## src/rtl/fifo_ctrl_pkg.sv

```systemverilog
// Shared definitions for the FIFO control stage: default geometry and the
// operation-state encoding seen by the FIFO top and the pointer stage.
package fifo_ctrl_pkg;

    localparam int unsigned FIFO_ADDR_WIDTH = 3;
    localparam int unsigned FIFO_DEPTH      = 2 ** FIFO_ADDR_WIDTH;

    typedef enum logic [2:0] {
        ST_INIT     = 3'b000,
        ST_NO_OP    = 3'b001,
        ST_WRITE    = 3'b010,
        ST_WR_ERROR = 3'b011,
        ST_READ     = 3'b100,
        ST_RD_ERROR = 3'b101
    } state_t;

endpackage

```

## src/rtl/fifo_ctrl_ns.sv

```systemverilog
// Next-state decode for the FIFO control stage; judged on the occupancy
// that will hold once the operation in flight this cycle has completed.
module fifo_ctrl_ns
    import fifo_ctrl_pkg::*;
#(
    parameter int unsigned ADDR_WIDTH = FIFO_ADDR_WIDTH,
    parameter int unsigned DEPTH      = 2 ** ADDR_WIDTH
) (
    input  logic                wr_en,
    input  logic                rd_en,
    input  logic [ADDR_WIDTH:0] proj_count,
    output state_t              next_state
);

    localparam int unsigned CW = ADDR_WIDTH + 1;

    // Simultaneous or absent requests both collapse to NO_OP.
    always_comb begin
        next_state = ST_NO_OP;
        if (wr_en && !rd_en) begin
            next_state = (proj_count < CW'(DEPTH)) ? ST_WRITE : ST_WR_ERROR;
        end else if (rd_en && !wr_en) begin
            next_state = (proj_count != '0) ? ST_READ : ST_RD_ERROR;
        end
    end

endmodule

```

## src/rtl/fifo_ctrl.sv

```systemverilog
// FIFO control stage: operation-state, head/tail/count registers and the
// Moore decode of register-file strobes and client handshake flags.
module fifo_ctrl
    import fifo_ctrl_pkg::*;
#(
    parameter int unsigned ADDR_WIDTH = FIFO_ADDR_WIDTH,
    parameter int unsigned DEPTH      = 2 ** ADDR_WIDTH
) (
    input  logic                  clk,
    input  logic                  reset,
    input  logic                  wr_en,
    input  logic                  rd_en,
    output logic [2:0]            state,
    output logic [ADDR_WIDTH-1:0] head,
    output logic [ADDR_WIDTH-1:0] tail,
    output logic [ADDR_WIDTH:0]   data_count,
    output logic                  we,
    output logic                  re,
    output logic                  full,
    output logic                  empty,
    output logic                  wr_ack,
    output logic                  wr_err,
    output logic                  rd_ack,
    output logic                  rd_err
);

    localparam int unsigned CW = ADDR_WIDTH + 1;

    state_t          state_q;
    state_t          state_d;
    logic [CW-1:0]   proj_count;

    // Occupancy after the operation of the current cycle commits.
    always_comb begin
        proj_count = data_count;
        if (state_q == ST_WRITE) begin
            proj_count = data_count + CW'(1);
        end else if (state_q == ST_READ) begin
            proj_count = data_count - CW'(1);
        end
    end

    fifo_ctrl_ns #(
        .ADDR_WIDTH (ADDR_WIDTH),
        .DEPTH      (DEPTH)
    ) u_ns (
        .wr_en      (wr_en),
        .rd_en      (rd_en),
        .proj_count (proj_count),
        .next_state (state_d)
    );

    // State, pointers and count; pointers wrap through the natural carry-out.
    always_ff @(posedge clk or posedge reset) begin
        if (reset) begin
            state_q    <= ST_INIT;
            head       <= '0;
            tail       <= '0;
            data_count <= '0;
        end else begin
            state_q    <= state_d;
            data_count <= proj_count;
            if (state_q == ST_WRITE) begin
                tail <= tail + ADDR_WIDTH'(1);
            end
            if (state_q == ST_READ) begin
                head <= head + ADDR_WIDTH'(1);
            end
        end
    end

    assign state = state_q;
    assign full  = (data_count == CW'(DEPTH));
    assign empty = (data_count == '0);

    // Strobes and flags depend on the registered state only.
    always_comb begin
        we     = 1'b0;
        re     = 1'b0;
        wr_ack = 1'b0;
        wr_err = 1'b0;
        rd_ack = 1'b0;
        rd_err = 1'b0;
        case (state_q)
            ST_WRITE: begin
                we     = 1'b1;
                wr_ack = 1'b1;
            end
            ST_READ: begin
                re     = 1'b1;
                rd_ack = 1'b1;
            end
            ST_WR_ERROR: wr_err = 1'b1;
            ST_RD_ERROR: rd_err = 1'b1;
            default: ;
        endcase
    end

endmodule
```

## config.mk

```make
export PLATFORM = sky130hd
export DESIGN_NAME = fifo_ctrl
export DESIGN_NICKNAME = d
export VERILOG_FILES = /design/src/rtl/fifo_ctrl_pkg.sv /design/src/rtl/fifo_ctrl_ns.sv /design/src/rtl/fifo_ctrl.sv
export SDC_FILE = /design/constraint.sdc
export NUM_CORES = 1
export LEC_CHECK = 0
export CORE_UTILIZATION = 38
export DETAILED_ROUTE_END_ITERATION = 6
export GPL_ROUTABILITY_DRIVEN = 0
export GPL_TIMING_DRIVEN = 1
export PLACE_DENSITY_LB_ADDON = 0.05
export RECOVER_POWER = 50
export SYNTH_ARGS = -nofsm -noshare
export SYNTH_HDL_FRONTEND = slang
export SYNTH_SLANG_ARGS = --single-unit
```

## constraint.sdc

```tcl
create_clock -name clk -period 1.65 [get_ports clk]
set_clock_uncertainty 0.05 [all_clocks]
set_input_delay 0.33 -clock clk [delete_from_list [all_inputs] [get_ports clk]]
set_output_delay 0.33 -clock clk [all_outputs]
set_load 0.01 [all_outputs]
```

==> key figures <==
Status
  • Status: finished with violations
  • Violated checks: negative setup slack

Synth
  • Syn Inst Count: 52
  • #FFs+latches synth: 13
  • Most numerous cell in the Yosys netlist: dfrtp_1
  • Area leader, netlist: dfrtp_1
  • Synth async-reset ratio: 100%
  • Post-synth EDFFs: 0
  • Ys flop type: dfrtp_1
  • Synthesized net count: 60
  • Synth Cell Area: 676 µm²
  • Distinct cells, synth: 25
  • Syn Area/Cell: 13.0 µm²
  • Synth cell count leaders: dfrtp_1, ha_1, xnor2_1
  • Yosys warnings: 0
  • Top-area cell type share of the netlist area: 48.1%
  • Sequential share of the synthesized area: 48.1%
  • Synth area leaders: dfrtp_1, ha_1, nor3b_4

Floorplanning
  • Die ar.: 0.00195 mm²
  • IO Pins: 25
  • Initial Util: 42.9%
  • Die Span Y: 44.2 µm
  • Std cell rows: 14
  • Die extent in x: 44.2 µm
  • Core Footprint: 0.00158 mm²

Power and ir drop
  • Combinational Power Share: 55.4%
  • Clock share of power: 11.4%
  • Sequential share of power: 33.1%
  • Pint: 1.12 mW
  • Switching Power: 0.620 mW
  • Worst VDD drop: 0.846 mV
  • Power Density: 1610 mW/mm²
  • Switching part of the total: 35.6%
  • Design Power: 1.74 mW
  • Leak pwr: 0.545 nW

Global routing
  • Initial antenna violation count: 0
  • Grt total ovfl: 0
  • Global routing usage on met3: 2.45%
  • Busiest grt layer: met2
  • Vias in the first global route: 528
  • Met1 Use GR: 21.7%
  • GRT Util Overall: 17.1%
  • Largest net degree at the start of global routing: 14
  • Grt met2 use: 29.7%
  • First-pass GRT wire length: 2.39 mm

Clock tree
  • Total clock buffers created by CTS: 3
  • Worst-Skew Late Latency: 280 ps
  • Worst-path clk slew: 80 ps
  • CTS tree: done
  • Clock root cell: clkbuf_4
  • Clk sink count: 13
  • CTS max path bufs: 2
  • H-tree Lvls: 1

Drt
  • 1st-iter DRT viols: 7
  • Final antenna-violating net count: 0
  • Vias per inst: 5.00
  • Post-Route WL: 1.44 mm
  • Drt first pass iters: 6
  • Total number of vias: 540
  • DRC errors left: 0
  • Wire per inst: 13.4 µm

Setup path
  • FF-to-FF Start: state[1]
  • Crit path launch: state[1]
  • Reg2reg path depth: 6
  • Crit Path Class: register to register
  • Number of buffers and inverters on the critical path: 2
  • Stages on worst setup path: 6
  • Largest delay contributor family on the critical path: compound AO/OA/AOI/OAI gates
  • Crit-path slowest cell: dfrtp_2
  • Critical Path, Cell by Cell: nor3b_4, buf_6, buf_4, o31a_4, o31ai_2, and2_1
  • Crit path launch type: register
  • Worst EP arrival: 1860 ps
  • Crit. End Element: register
  • CP peak stage delay: 450 ps
  • Crit path max fanout: 6
  • Worst EP required: 1820 ps

Hold path
  • Hold Path Origin: head[2]
  • Hold WC Path Type: register to register
  • Number of stages on the worst hold path: 1

Placed design
  • DP Wirelength: 1.00 mm
  • IO buf count: 24
  • Cells after DPL: 97

Layout
  • Util after Layout: 68.5%
  • Multi-input gate area: 360 µm²
  • Post-route non-filler standard cell count: 108
  • Final net count: 101
  • Share of cells above drive strength 1: 48.9%
  • # diodes: 0
  • Fillers: 132
  • Register Area: 332 µm²
  • Synth-to-Final Area Change: 59.8%

STA
  • Fin. Hold Viols: 0
  • RSZ-0062 raised after global routing: true
  • Worst-Margin Slew: 499 ps
  • Max_slew headroom: 66.7%
  • Fin Setup TNS: -53.7 ps
  • Post-layout min period: 1700 ps
  • Period utilisation layout: 103%
  • Endpoints failing setup: 2
  • Max Clk Rate: 0.589 GHz
  • Final count of pins violating max slew: 0
  • Min setup slack post-route: -48.5 ps

Run
  • Max-cap violations: 0
final timing paths:
check,end,slack [ps]
worst min register to register,head[2],420
max in group asynchronous,state[1],720
worst min-delay path,head[2],420
worst max register to register,state[0],-50
worst max-delay path,state[0],-50
min in group asynchronous,head[1],460
timing repair:
item / CTS / global route
resized for setup: 27 / 20
pin swaps: 5 / 3
hold buffers: 0 / 0
buffers inserted: 5 / 2
hold endpoints to repair: 0 / 0
setup endpoints to repair: 14 / 7
registers in the layout, summed over array words and instances, names as in the netlist:
signal / cells
head: 3
data_count: 4
state: 3
tail: 3
routing by layer:
layer,share of wire [%],vias up
met2,52,19
met3,5.3,4
met4,1.7,0
met5,0,-
li1,-,255
met1,41,262
through the flow:
stage	hold slack (ps)	cell area, µm²	setup WS, ps
2_1_floorplan	157	694	-0.0657
3_3_place_gp	412	992	-21.4
3_5_place_dp	419	992	-57.0
4_1_cts	352	1050	-105
5_1_grt	445	1080	-105
6_report	423	1080	-48.5
layout make-up:
cell class / instances / area share, %
clock buffer: 4 / 2.43
inverter: 3 / 1.04
multi-input combinational: 34 / 33.4
sequential: 13 / 30.7
tap: 16 / 1.85
timing repair buffer: 38 / 30.6
placed cells by master (no fill, tap or decap), types with 2 or more instances in the layout:
cell type / netlist / layout
a22oi_2: 1 / 2
and2b_1: 1 / 2
and3b_2: 2 / 2
buf_2: 0 / 6
buf_4: 2 / 9
buf_6: 0 / 6
clkbuf_4: 0 / 3
clkdlybuf4s50_1: 0 / 8
dfrtp_1: 13 / 8
dfrtp_2: 0 / 5
dlygate4sd2_1: 0 / 4
dlygate4sd3_1: 0 / 2
dlymetal6s2s_1: 0 / 2
ha_1: 4 / 3
inv_2: 0 / 2
mux2_2: 2 / 2
mux2i_1: 2 / 2
nand2_1: 2 / 2
nor3b_4: 2 / 2
xnor2_1: 4 / 3
xnor2_2: 1 / 2
xor2_1: 2 / 2
cells by family after synthesis:
logic type,share of synthesized area (%)
buffers and inverters,3.89
xor gates and xnor gates,10.2
DFF,48.1
muxes,6.30
and+or+nand+nor,18.5
AOI/OAI and AO/OA,5.56
adders and majority gates,7.41
power groups by stage:
stage | sequential [mW] | clock [mW] | combinational (mW)
detailed placement | 0.595 | 0 | 0.898
finish | 0.577 | 0.199 | 0.966
global placement | 0.587 | 0 | 0.885
floorplan | 0.673 | 0 | 0.356
global route | 0.599 | 0.217 | 1.06
CTS | 0.581 | 0.205 | 0.926
(Power assumes the default switching activity.)
